`config.mk`:
```
export PLATFORM = sky130hd
export DESIGN_NAME = wb_port_arbiter
export DESIGN_NICKNAME = d
export VERILOG_FILES = /design/src/rtl/wb_port_arbiter.sv
export SDC_FILE = /design/constraint.sdc
export NUM_CORES = 1
export LEC_CHECK = 0
export CORE_MARGIN = 1.5
export CORE_UTILIZATION = 50
export CTS_CLUSTER_DIAMETER = 120
export DETAILED_ROUTE_END_ITERATION = 8
export PLACE_DENSITY = 0.76
export RECOVER_POWER = 25
export SKIP_CTS_REPAIR_TIMING = 1
export SLEW_MARGIN = 10
export SYNTH_ARGS = -nofsm -noshare
export SYNTH_HDL_FRONTEND = slang
export SYNTH_SLANG_ARGS = --single-unit
```
`constraint.sdc`:
```
create_clock -name clk -period 2.85 [get_ports clk]
set_input_delay 0.57 -clock clk [delete_from_list [all_inputs] [get_ports clk]]
set_output_delay 0.57 -clock clk [all_outputs]
set_load 0.1 [all_outputs]
```
`src/rtl/wb_port_arbiter.sv`:
```
// Write-back port arbiter: two in-order result queues (ALU, load) drained
// round-robin onto one registered register-file write port.
module wb_port_arbiter #(
    parameter int DEPTH = 2
) (
    input  logic        clk,
    input  logic        reset,
    input  logic        flush,
    input  logic        alu_valid,
    output logic        alu_ready,
    input  logic [31:0] alu_data,
    input  logic [4:0]  alu_dest,
    input  logic        ld_valid,
    output logic        ld_ready,
    input  logic [31:0] ld_data,
    input  logic [4:0]  ld_dest,
    output logic        write_enable,
    output logic [4:0]  write_reg,
    output logic [31:0] write_data,
    output logic [31:0] pending_mask
);

    localparam int AW = (DEPTH > 1) ? $clog2(DEPTH) : 1;
    localparam int CW = AW + 1;
    localparam logic REQ_ALU = 1'b0;

    logic [31:0]   data_mem_q [2][DEPTH];
    logic [4:0]    dest_mem_q [2][DEPTH];
    logic [AW-1:0] wptr_q [2];
    logic [AW-1:0] wptr_d [2];
    logic [AW-1:0] rptr_q [2];
    logic [AW-1:0] rptr_d [2];
    logic [CW-1:0] cnt_q [2];
    logic [CW-1:0] cnt_d [2];
    logic          last_grant_q, last_grant_d;
    logic          we_q, we_d;
    logic [4:0]    wreg_q, wreg_d;
    logic [31:0]   wdata_q, wdata_d;

    logic [1:0]    in_valid;
    logic [31:0]   in_data [2];
    logic [4:0]    in_dest [2];
    logic [1:0]    ready, push, pop, nonempty;
    logic          grant, sel;
    logic [31:0]   head_data;
    logic [4:0]    head_dest;
    logic [AW-1:0] off;
    logic [31:0]   mask;

    assign in_valid   = {ld_valid, alu_valid};
    assign in_data[0] = alu_data;
    assign in_data[1] = ld_data;
    assign in_dest[0] = alu_dest;
    assign in_dest[1] = ld_dest;

    // Ready looks only at the current count, never at a same-cycle pop.
    always_comb begin
        ready    = '0;
        push     = '0;
        nonempty = '0;
        for (int r = 0; r < 2; r++) begin
            ready[r]    = (cnt_q[r] < CW'(DEPTH)) && reset && !flush;
            push[r]     = in_valid[r] && ready[r];
            nonempty[r] = (cnt_q[r] != '0);
        end
    end

    assign grant     = (|nonempty) && reset && !flush;
    assign sel       = (&nonempty) ? ~last_grant_q : nonempty[1];
    assign pop       = grant ? (sel ? 2'b10 : 2'b01) : 2'b00;
    assign head_data = data_mem_q[sel][rptr_q[sel]];
    assign head_dest = dest_mem_q[sel][rptr_q[sel]];

    always_comb begin
        for (int r = 0; r < 2; r++) begin
            wptr_d[r] = wptr_q[r] + AW'(push[r]);
            rptr_d[r] = rptr_q[r] + AW'(pop[r]);
            cnt_d[r]  = cnt_q[r] + CW'(push[r]) - CW'(pop[r]);
            if (flush) begin
                wptr_d[r] = '0;
                rptr_d[r] = '0;
                cnt_d[r]  = '0;
            end
        end
        last_grant_d = grant ? sel : last_grant_q;
        we_d         = grant && (head_dest != 5'd0);
        wreg_d       = we_d ? head_dest : 5'd0;
        wdata_d      = we_d ? head_data : 32'd0;
    end

    always_ff @(posedge clk) begin
        if (!reset) begin
            for (int r = 0; r < 2; r++) begin
                wptr_q[r] <= '0;
                rptr_q[r] <= '0;
                cnt_q[r]  <= '0;
            end
            last_grant_q <= REQ_ALU;
            we_q         <= 1'b0;
            wreg_q       <= 5'd0;
            wdata_q      <= 32'd0;
        end else begin
            for (int r = 0; r < 2; r++) begin
                wptr_q[r] <= wptr_d[r];
                rptr_q[r] <= rptr_d[r];
                cnt_q[r]  <= cnt_d[r];
            end
            last_grant_q <= last_grant_d;
            we_q         <= we_d;
            wreg_q       <= wreg_d;
            wdata_q      <= wdata_d;
        end
    end

    always_ff @(posedge clk) begin
        for (int r = 0; r < 2; r++) begin
            if (push[r]) begin
                data_mem_q[r][wptr_q[r]] <= in_data[r];
                dest_mem_q[r][wptr_q[r]] <= in_dest[r];
            end
        end
    end

    // A slot is live when its distance from the read pointer is below the count.
    always_comb begin
        mask = '0;
        off  = '0;
        for (int r = 0; r < 2; r++) begin
            for (int i = 0; i < DEPTH; i++) begin
                off = AW'(i) - rptr_q[r];
                if ({1'b0, off} < cnt_q[r]) begin
                    mask[dest_mem_q[r][i]] = 1'b1;
                end
            end
        end
        if (we_q) begin
            mask[wreg_q] = 1'b1;
        end
        mask[0] = 1'b0;
        if (!reset) begin
            mask = '0;
        end
    end

    assign alu_ready    = ready[0];
    assign ld_ready     = ready[1];
    assign write_enable = we_q;
    assign write_reg    = wreg_q;
    assign write_data   = wdata_q;
    assign pending_mask = mask;

endmodule

```
Word-level counts from Yosys, hierarchy flattened --
Memory sizes are Yosys's and may differ from the RTL's. Index checks and enable logic that the tools add are counted.
Operators by class: add/sub/neg operators 12, mux-type cells 53, $lt $le $gt $ge 21, reductions and logical operators 23, bitwise operators 14
Operators by type and width (count):
- $mux W32 | 11
- $mux W64 | 2
- $or A32 B32 Y32 | 4
- $demux W32 S1 | 2
- $lt A5 B6 Y1 const B | 5
- $demux W1 S5 | 5
- $ge A5 B1 Y1 const B | 5
- $mux W5 | 5
- $mux W10 | 2
- $mux W1 | 18
- $logic_and A1 B1 Y1 | 16
- $mux W2 | 6
- $demux W5 S1 | 2
- $lt A1 B2 Y1 | 4
- $ge A2 B2 Y1 const B | 3
- $not A1 Y2 | 3
- $or A1 B1 Y1 | 6
- $reduce_bool A5 Y1 | 1
- $add A1 B1 Y1 | 4
- $add A2 B1 Y2 | 2
- $lt A2 B1 Y1 const B | 2
- $lt A2 B2 Y1 const B | 2
- $reduce_and A2 Y1 | 2
- $reduce_bool A2 Y1 | 2
- other kinds (5) | 9
Storage, ports and cells: bits in writable memories 156, memories kept 5, bits of input ports 79, bits in registers 39
Memory list:
- data_mem_q | depth 2, bits a word 64, rd ports 1, clocked after memory_dff 0, write ports 2, line 27 | logic [31:0] data_mem_q [2][DEPTH];
- dest_mem_q | depth 2, bits a word 10, rd ports 3, clocked after memory_dff 0, write ports 2, line 28 | logic [4:0] dest_mem_q [2][DEPTH];
- cnt_q | depth 2, bits a word 2, rd ports 2, clocked after memory_dff 0, write ports 2, line 33 | logic [CW-1:0] cnt_q [2];
- rptr_q | depth 2, bits a word 1, rd ports 3, clocked after memory_dff 0, write ports 2, line 31 | logic [AW-1:0] rptr_q [2];
- wptr_q | depth 2, bits a word 1, rd ports 2, clocked after memory_dff 0, write ports 2, line 29 | logic [AW-1:0] wptr_q [2];

Logic depth before layout (Yosys ltp) --
Gate-level depths: netlist of the first run.
word-level depth 14, depth in mapped cells 11

Worst setup path after synthesis of the first run --
OpenSTA, ideal clock, no wires.
path kind in2reg, start input port reset, end memory data_mem_q[0][0] (netlist name) (enable), arrival time 3.570 ns, cell stages on the path 6, buffers on the path 2, setup slack -1.118 ns, cells stage by stage clkbuf_1 > nand2b_1 > clkbuf_1 > nor2_1 > and2_1 > ha_1
RTL lines:
- from (decl) | line 7 | input logic reset,
- to (decl) | line 27

==> impl_metrics.env, run 1 <==
export IMPL_antenna_found_initial=1
export IMPL_die_y_um=136
export IMPL_grt_max_degree=40
export IMPL_cp_top_family="compound AO/OA/AOI/OAI gates"
export IMPL_clockRootBuffer="clkbuf_16"
export IMPL_cap_viol_max_count=0
export IMPL_reg2reg_to="cnt_q[0][3]"
export IMPL_worstPathMaxFanout=10
export IMPL_synth_top_area_frac=0.502
export IMPL_critPathLaunchType="flop"
export IMPL_via_count=6298
export IMPL_yosysWarningCount=0
export IMPL_yosysUniqueCellTypes=39
export IMPL_ys_seq_elements=195
export IMPL_yosysSeqAreaShare=0.608
export IMPL_ctsLongestPathBuffers=2
export IMPL_hold_viol=0
export IMPL_hold_class="reg -> reg"
export IMPL_syn_avg_cell_area_um2=13.8
export IMPL_synth_area_um2=8850
export IMPL_p_leak_nw=3.77
export IMPL_drtAntennaViolNets=0
export IMPL_holdWs_ps=594
export IMPL_crit_chain="buf_4 > a21o_1 > nand2_1 > o22ai_1 > o31a_2 > buf_12"
export IMPL_routedWlPerCell_um=22.7
export IMPL_whs_path_depth=1
export IMPL_r2r_start="cnt_q[0][3]"
export IMPL_setup_slack_ps=42.9
export IMPL_clock_latency_ps=430
export IMPL_ir_worst_vdd_mv=0.428
export IMPL_place_port_buffers=149
export IMPL_rsz0062_at_grt="no"
export IMPL_setup_viol=0
export IMPL_fin_nets=887
export IMPL_place_hpwl_um=15300
export IMPL_slew_headroom=0.555
export IMPL_numCtsBuffers=17
export IMPL_skew_ps=10.5
export IMPL_grt_overflow_total=0
export IMPL_htree_levels=4
export IMPL_path_class="reg -> out"
export IMPL_path_clk_slew_ps=70
export IMPL_crit_arrival_ps=2240
export IMPL_die_w_um=136
export IMPL_worstRegToRegCells=9
export IMPL_die_area_um2=18500
export IMPL_area_delta_synth_final_pct=31.0
export IMPL_largest_register_ffs=128
export IMPL_crit_buf_inv=2
export IMPL_wl_um=23500
export IMPL_drtIter0Drc=480
export IMPL_status="finished, final reports clean"
export IMPL_critPathCaptureType="output port"
export IMPL_ys_top_cells_by_area="edfxtp_1, dfxtp_1, mux2i_1"
export IMPL_grt_pass1_wl_um=35900
export IMPL_cp_required_ps=2280
export IMPL_dp_slack_ps=217
export IMPL_clock_fmax_ghz=0.356
export IMPL_critical_path_slowest_cell="o31a_2"
export IMPL_rrSetupSlack_ps=460
export IMPL_yosysTopAreaCell="edfxtp_1"
export IMPL_rows=48
export IMPL_fin_crit_sh=0.985
export IMPL_holdPathEnd="last_grant_q"
export IMPL_gp_congestion=0.924
export IMPL_tightest_slew_ps=668
export IMPL_start_util=0.512
export IMPL_drive_gt1_frac=0.322
export IMPL_drc_errors=0
export IMPL_core_area_um2=17300
export IMPL_fin_crit_ps=2810
export IMPL_grt_pass1_vias=6348
export IMPL_slew_viol_final=0
export IMPL_syn_num_nets=728
export IMPL_grt_use_total=0.261
export IMPL_drtPass1Iterations=5
export IMPL_min_from="last_grant_q"
export IMPL_cts_tree="yes"
export IMPL_clkSinkCount=195
export IMPL_power_density_nw_per_um2=497
export IMPL_slowest_delay_ps=350
export IMPL_io_pins=151
export IMPL_syn_inst=641
export IMPL_via_per_inst=6.06
==> worst max-delay path by stage <==
stage | start | end | slack (ps) | cells past startpoint
floorplan | reset | data_mem_q[0][32] | -260 | 6
global placement | cnt_q[0][2] | pending_mask[30] | 240 | 5
detailed placement | reset | cnt_q[0][1] | 220 | 10
CTS | cnt_q[0][2] | pending_mask[30] | -230 | 5
global route | rptr_q[1] | pending_mask[28] | 10 | 6
finish | rptr_q[1] | pending_mask[28] | 40 | 6
==> Yosys cell counts <==
cell type    n
o21ai_1      6
buf_4       11
nand2_1      8
edfxtp_1   148
clkbuf_1    16
o211ai_2     2
o41ai_2      1
mux2_2      31
mux2i_1     72
ha_1         8
nor2b_1     12
mux2i_4      1
a211oi_2    29
nand3b_1    21
a31o_2       1
inv_1        6
o31a_1      31
dfxtp_1     47
or3_1        5
a211oi_1    11
o22ai_1     63
nor2_1      52
xor2_1       4
a21oi_1      1
buf_6        3
buf_2       10
or3b_2      10
and2_1       4
buf_1        3
clkbuf_4     2
mux2_1       1
nor4_1       4
mux2_4       1
nand2b_1     1
nand3_1      8
conb_1       1
o21ai_4      2
a21o_1       2
xnor2_1      2
==> power by group <==
part           leakage [nW]  internal [W]  total [W]  switching, W
combinational          1.78      0.000184   0.000437      0.000253
clock                 0.266       0.00115    0.00220       0.00105
sequential             1.73       0.00310    0.00313     0.0000291
total                  3.77       0.00443    0.00577       0.00134
==> layout make-up <==
cell class	count	area, µm²
flip-flops and latches	195	5390
repair buffers	185	2050
clock inverters	13	120
clock buffers	19	433
diodes	1	2.50
multi-input cells	395	3300
well taps	225	282
inverters	6	22.5
fillers	1233	5700
==> kinds of logic after synthesis <==
kind of cell | share of synthesized area
flops | 0.608
compound gates | 0.140
simple gates | 0.0760
mux | 0.126
buf+inv | 0.0311
fa+ha+maj | 0.0113
xor+xnor | 0.00594
other cells | 0.000424
==> metal layers <==
layer | track usage | routed length [µm] | vias up
met3 | 0.0552 | 1650 | 51
met2 | 0.429 | 11600 | 309
met4 | 0.0910 | 540 | 0
met1 | 0.343 | 9780 | 3115
li1 | - | - | 2823
met5 | 0 | 0 | -
==> placed cells by master (no fill, tap or decap), types with 8 or more instances in the layout <==
master           instances
a211oi_1                11
a211oi_2                29
buf_12                  37
buf_4                   70
clkbuf_16               17
clkdlybuf4s50_1         24
dfxtp_1                 42
dlygate4sd3_1           54
edfxtp_1               148
mux2_2                  31
mux2i_1                 72
nand2_1                  8
nand3b_1                21
nor2_1                  50
nor2b_1                 10
o22ai_1                 63
o31a_2                  27
or3b_2                  10
==> stage by stage <==
step | area (µm²) | setup TNS, ps | power (W) | util | instances
floorplan | 8900 | -38800 | 0.00343 | - | 641
global placement | 10900 | 0 | 0.00363 | 0.630 | 994
detailed placement | 10900 | 0 | 0.00364 | 0.630 | 994
CTS | 11500 | -3520 | 0.00582 | 0.662 | 1026
global route | 11600 | 0 | 0.00594 | 0.670 | 1038
finish | 11600 | 0 | 0.00577 | 0.671 | 1039
==> worst register-to-register path, stage by stage (launching register included) <==
cell	delay (ps)
dfxtp_1	440
buf_4	240
o21ai_4	500
nor2_1	180
ha_1	320
inv_1	40
ha_1	200
xor2_1	180
xnor2_1	140
nor2_1	60
Note: power is estimated with default switching activity, not from simulation.
==> run 2: changes to the inputs <==
- ABC_AREA: unset -> 1
- CORE_UTILIZATION: 50 -> 29
- PLACE_DENSITY: 0.76 -> unset
==> run 2 against run 1 <==
Against the previous run: die area up 70%; cell count increased by 49%; combinational power increased by 10%; via count up 15%; synthesized area down 0.23%; clock skew is 3.0 ps higher; sequential share of layout area is 2.6 points lower; largest cell class unchanged; wire length increased by 8.5%; register-to-register slack worse by 110 ps; non-clock buffer count shrank 1; setup slack better by 70 ps; count of clock-buffer cells in the layout rose by 2.
==> impl_metrics.env, run 2 <==
export IMPL_worstPathMaxFanout=7
export IMPL_area_delta_synth_final_pct=39.1
export IMPL_syn_num_nets=1063
export IMPL_setup_viol=0
export IMPL_setup_slack_ps=113
export IMPL_synth_common_cells="nand2_1, edfxtp_1, inv_1"
export IMPL_min_from="cnt_q[0][1]"
export IMPL_yosysUniqueCellTypes=33
export IMPL_antenna_found_initial=5
export IMPL_met3_length_um=1600
export IMPL_clock_fmax_ghz=0.365
export IMPL_placed_cell_area_um2=11700
export IMPL_syn_inst=976
export IMPL_cp_required_ps=2280
export IMPL_grt_max_degree=65
export IMPL_grt_use_total=0.167
export IMPL_synth_fa_ha_area_frac=0.0113
export IMPL_yosysTopAreaCell="edfxtp_1"
export IMPL_synthArstFlopShare=0
export IMPL_drc_errors=0
export IMPL_ir_worst_vdd_mv=0.471
export IMPL_crit_start="dest_mem_q[1][4]"
export IMPL_critPathCaptureType="output port"
export IMPL_wl_met1_um=11300
export IMPL_power_w=0.00592
export IMPL_path_clk_slew_ps=70
export IMPL_start_util=0.296
export IMPL_skew_ps=13.5
export IMPL_ys_seq_elements=195
export IMPL_hold_class="reg -> reg"
export IMPL_maxUsedRoutingLayer="met5"
export IMPL_cts_tree="yes"
export IMPL_via_per_inst=4.66
export IMPL_synth_area_mux_share=0
export IMPL_fin_crit_ps=2740
export IMPL_hold_viol=0
export IMPL_largest_register_ffs=128
export IMPL_ys_top_cells_by_area="edfxtp_1, nand2_1, dfxtp_1"
export IMPL_synth_xor_area_frac=0.00198
export IMPL_synth_flop_cell="edfxtp_1"
export IMPL_cp_top_family="simple AND/OR/NAND/NOR gates"
export IMPL_clockRootBuffer="clkbuf_16"
export IMPL_die_area_um2=31500
export IMPL_cap_viol_max_count=0
export IMPL_synth_edf_count=148
export IMPL_route_met2_wl_um=12400
export IMPL_slew_headroom=0.300
export IMPL_crit_buf_inv=2
export IMPL_rows=63
export IMPL_htree_levels=4
export IMPL_synth_top_area_frac=0.503
export IMPL_final_cells=1550
export IMPL_p_leak_nw=4.88
export IMPL_core_area_um2=29800
export IMPL_yosysMostFrequentCell="nand2_1"
export IMPL_path_class="reg -> out"
export IMPL_rsz0062_at_grt="no"
export IMPL_yosysWarningCount=0
export IMPL_slowest_delay_ps=490
export IMPL_numCtsBuffers=17
export IMPL_clock_latency_ps=420
export IMPL_final_common_cell="nand2_1"
export IMPL_fin_crit_sh=0.960
export IMPL_synth_top_family_by_area="simple AND/OR/NAND/NOR gates"
export IMPL_yosysSeqAreaShare=0.610
export IMPL_ctsLongestPathBuffers=2
export IMPL_synth_area_um2=8830
export IMPL_grt_pass1_wl_um=39800
export IMPL_status="finished, final reports clean"
export IMPL_grt_pass1_vias=7136
export IMPL_fin_nets=1232
export IMPL_wl_um=25500
export IMPL_syn_avg_cell_area_um2=9.05
export IMPL_crit_chain="inv_1 > nor3_1 > nand2_1 > a41oi_4 > buf_12"
export IMPL_crit_arrival_ps=2170
export IMPL_critPathLaunchType="flop"
export IMPL_placed_cells=1516
export IMPL_synth_compound_area_frac=0.0691
export IMPL_drtAntennaViolNets=0
export IMPL_power_density_nw_per_um2=482
export IMPL_gp_congestion=0.957
export IMPL_place_hpwl_um=18600
export IMPL_drive_gt1_frac=0.165
export IMPL_grt_overflow_total=0
export IMPL_die_y_um=178
export IMPL_r2r_start="cnt_q[0][3]"
export IMPL_slew_viol_final=0
export IMPL_drtIter0Drc=558
export IMPL_routedWlPerCell_um=16.5
export IMPL_die_w_um=178
export IMPL_via_count=7219
export IMPL_postLayoutCellArea_um2=12300
export IMPL_layout_common_cells="nand2_1, edfxtp_1, inv_1"
export IMPL_critical_path_slowest_cell="edfxtp_1"
export IMPL_place_port_buffers=149
export IMPL_dp_slack_ps=79.8
export IMPL_io_pins=151
export IMPL_drtPass1Iterations=5
export IMPL_tightest_slew_ps=1050
export IMPL_tns_ps=0
export IMPL_yosys_area_share_simple=0.244
export IMPL_clkSinkCount=195
run 2: layer usage:
metal | track usage | vias to the layer above
li1 | - | 3560
met5 | 0 | -
met1 | 0.215 | 3389
met3 | 0.0321 | 24
met4 | 0.0459 | 4
met2 | 0.285 | 242
run 2: area by class of cell:
class,instances,area [µm²]
flip-flops and latches,195,5390
fillers,2910,17500
well taps,390,488
clock inverters,11,116
diodes,2,5.00
inverters,102,383
repair buffers,184,2050
multi-input cells,645,3390
clock buffers,21,460
run 2: path summary, 6_finish.rpt:
| kind | slack, ps | endpoint | depth (start not counted) |
|---|---|---|---|
| worst min-delay path | 540 | cnt_q[0][1] | 2 |
| worst max-delay path | 110 | pending_mask[29] | 5 |
| worst min register to register | 540 | cnt_q[0][1] | 2 |
| worst max register to register | 350 | write_data[9] | 10 |
run 2: power breakdown:
part / internal (W) / switching [W] / leakage (nW)
logic: 0.000176 / 0.000306 / 2.87
clock network: 0.00128 / 0.00104 / 0.280
registers: 0.00310 / 0.0000208 / 1.73
run 2: logic make-up (layout without fill, tap and decap cells):
family / Yosys count / count (layout)
xor gates and xnor gates: 2 / 2
adders and majority gates: 8 / 8
and+or+nand+nor: 540 / 540
buffers and inverters: 136 / 318
DFF: 195 / 195
AOI/OAI and AO/OA: 94 / 94
other: 1 / 3
run 2: per-stage QoR:
| stage | utilization | hold WS [ps] |
|---|---|---|
| after detailed placement | 0.392 | 512 |
| after CTS | 0.411 | 522 |
| after floorplan | - | 465 |
| after global routing | 0.412 | 575 |
| after global placement | 0.392 | 516 |
| final | 0.412 | 538 |
run 2: worst register-to-register path, delay by kind of cell, from the launching register on:
kind | cells | cell delay (ps)
AOI/OAI and AO/OA | 1 | 830
buffers and inverters | 2 | 280
DFF | 1 | 390
and+or+nand+nor | 7 | 840
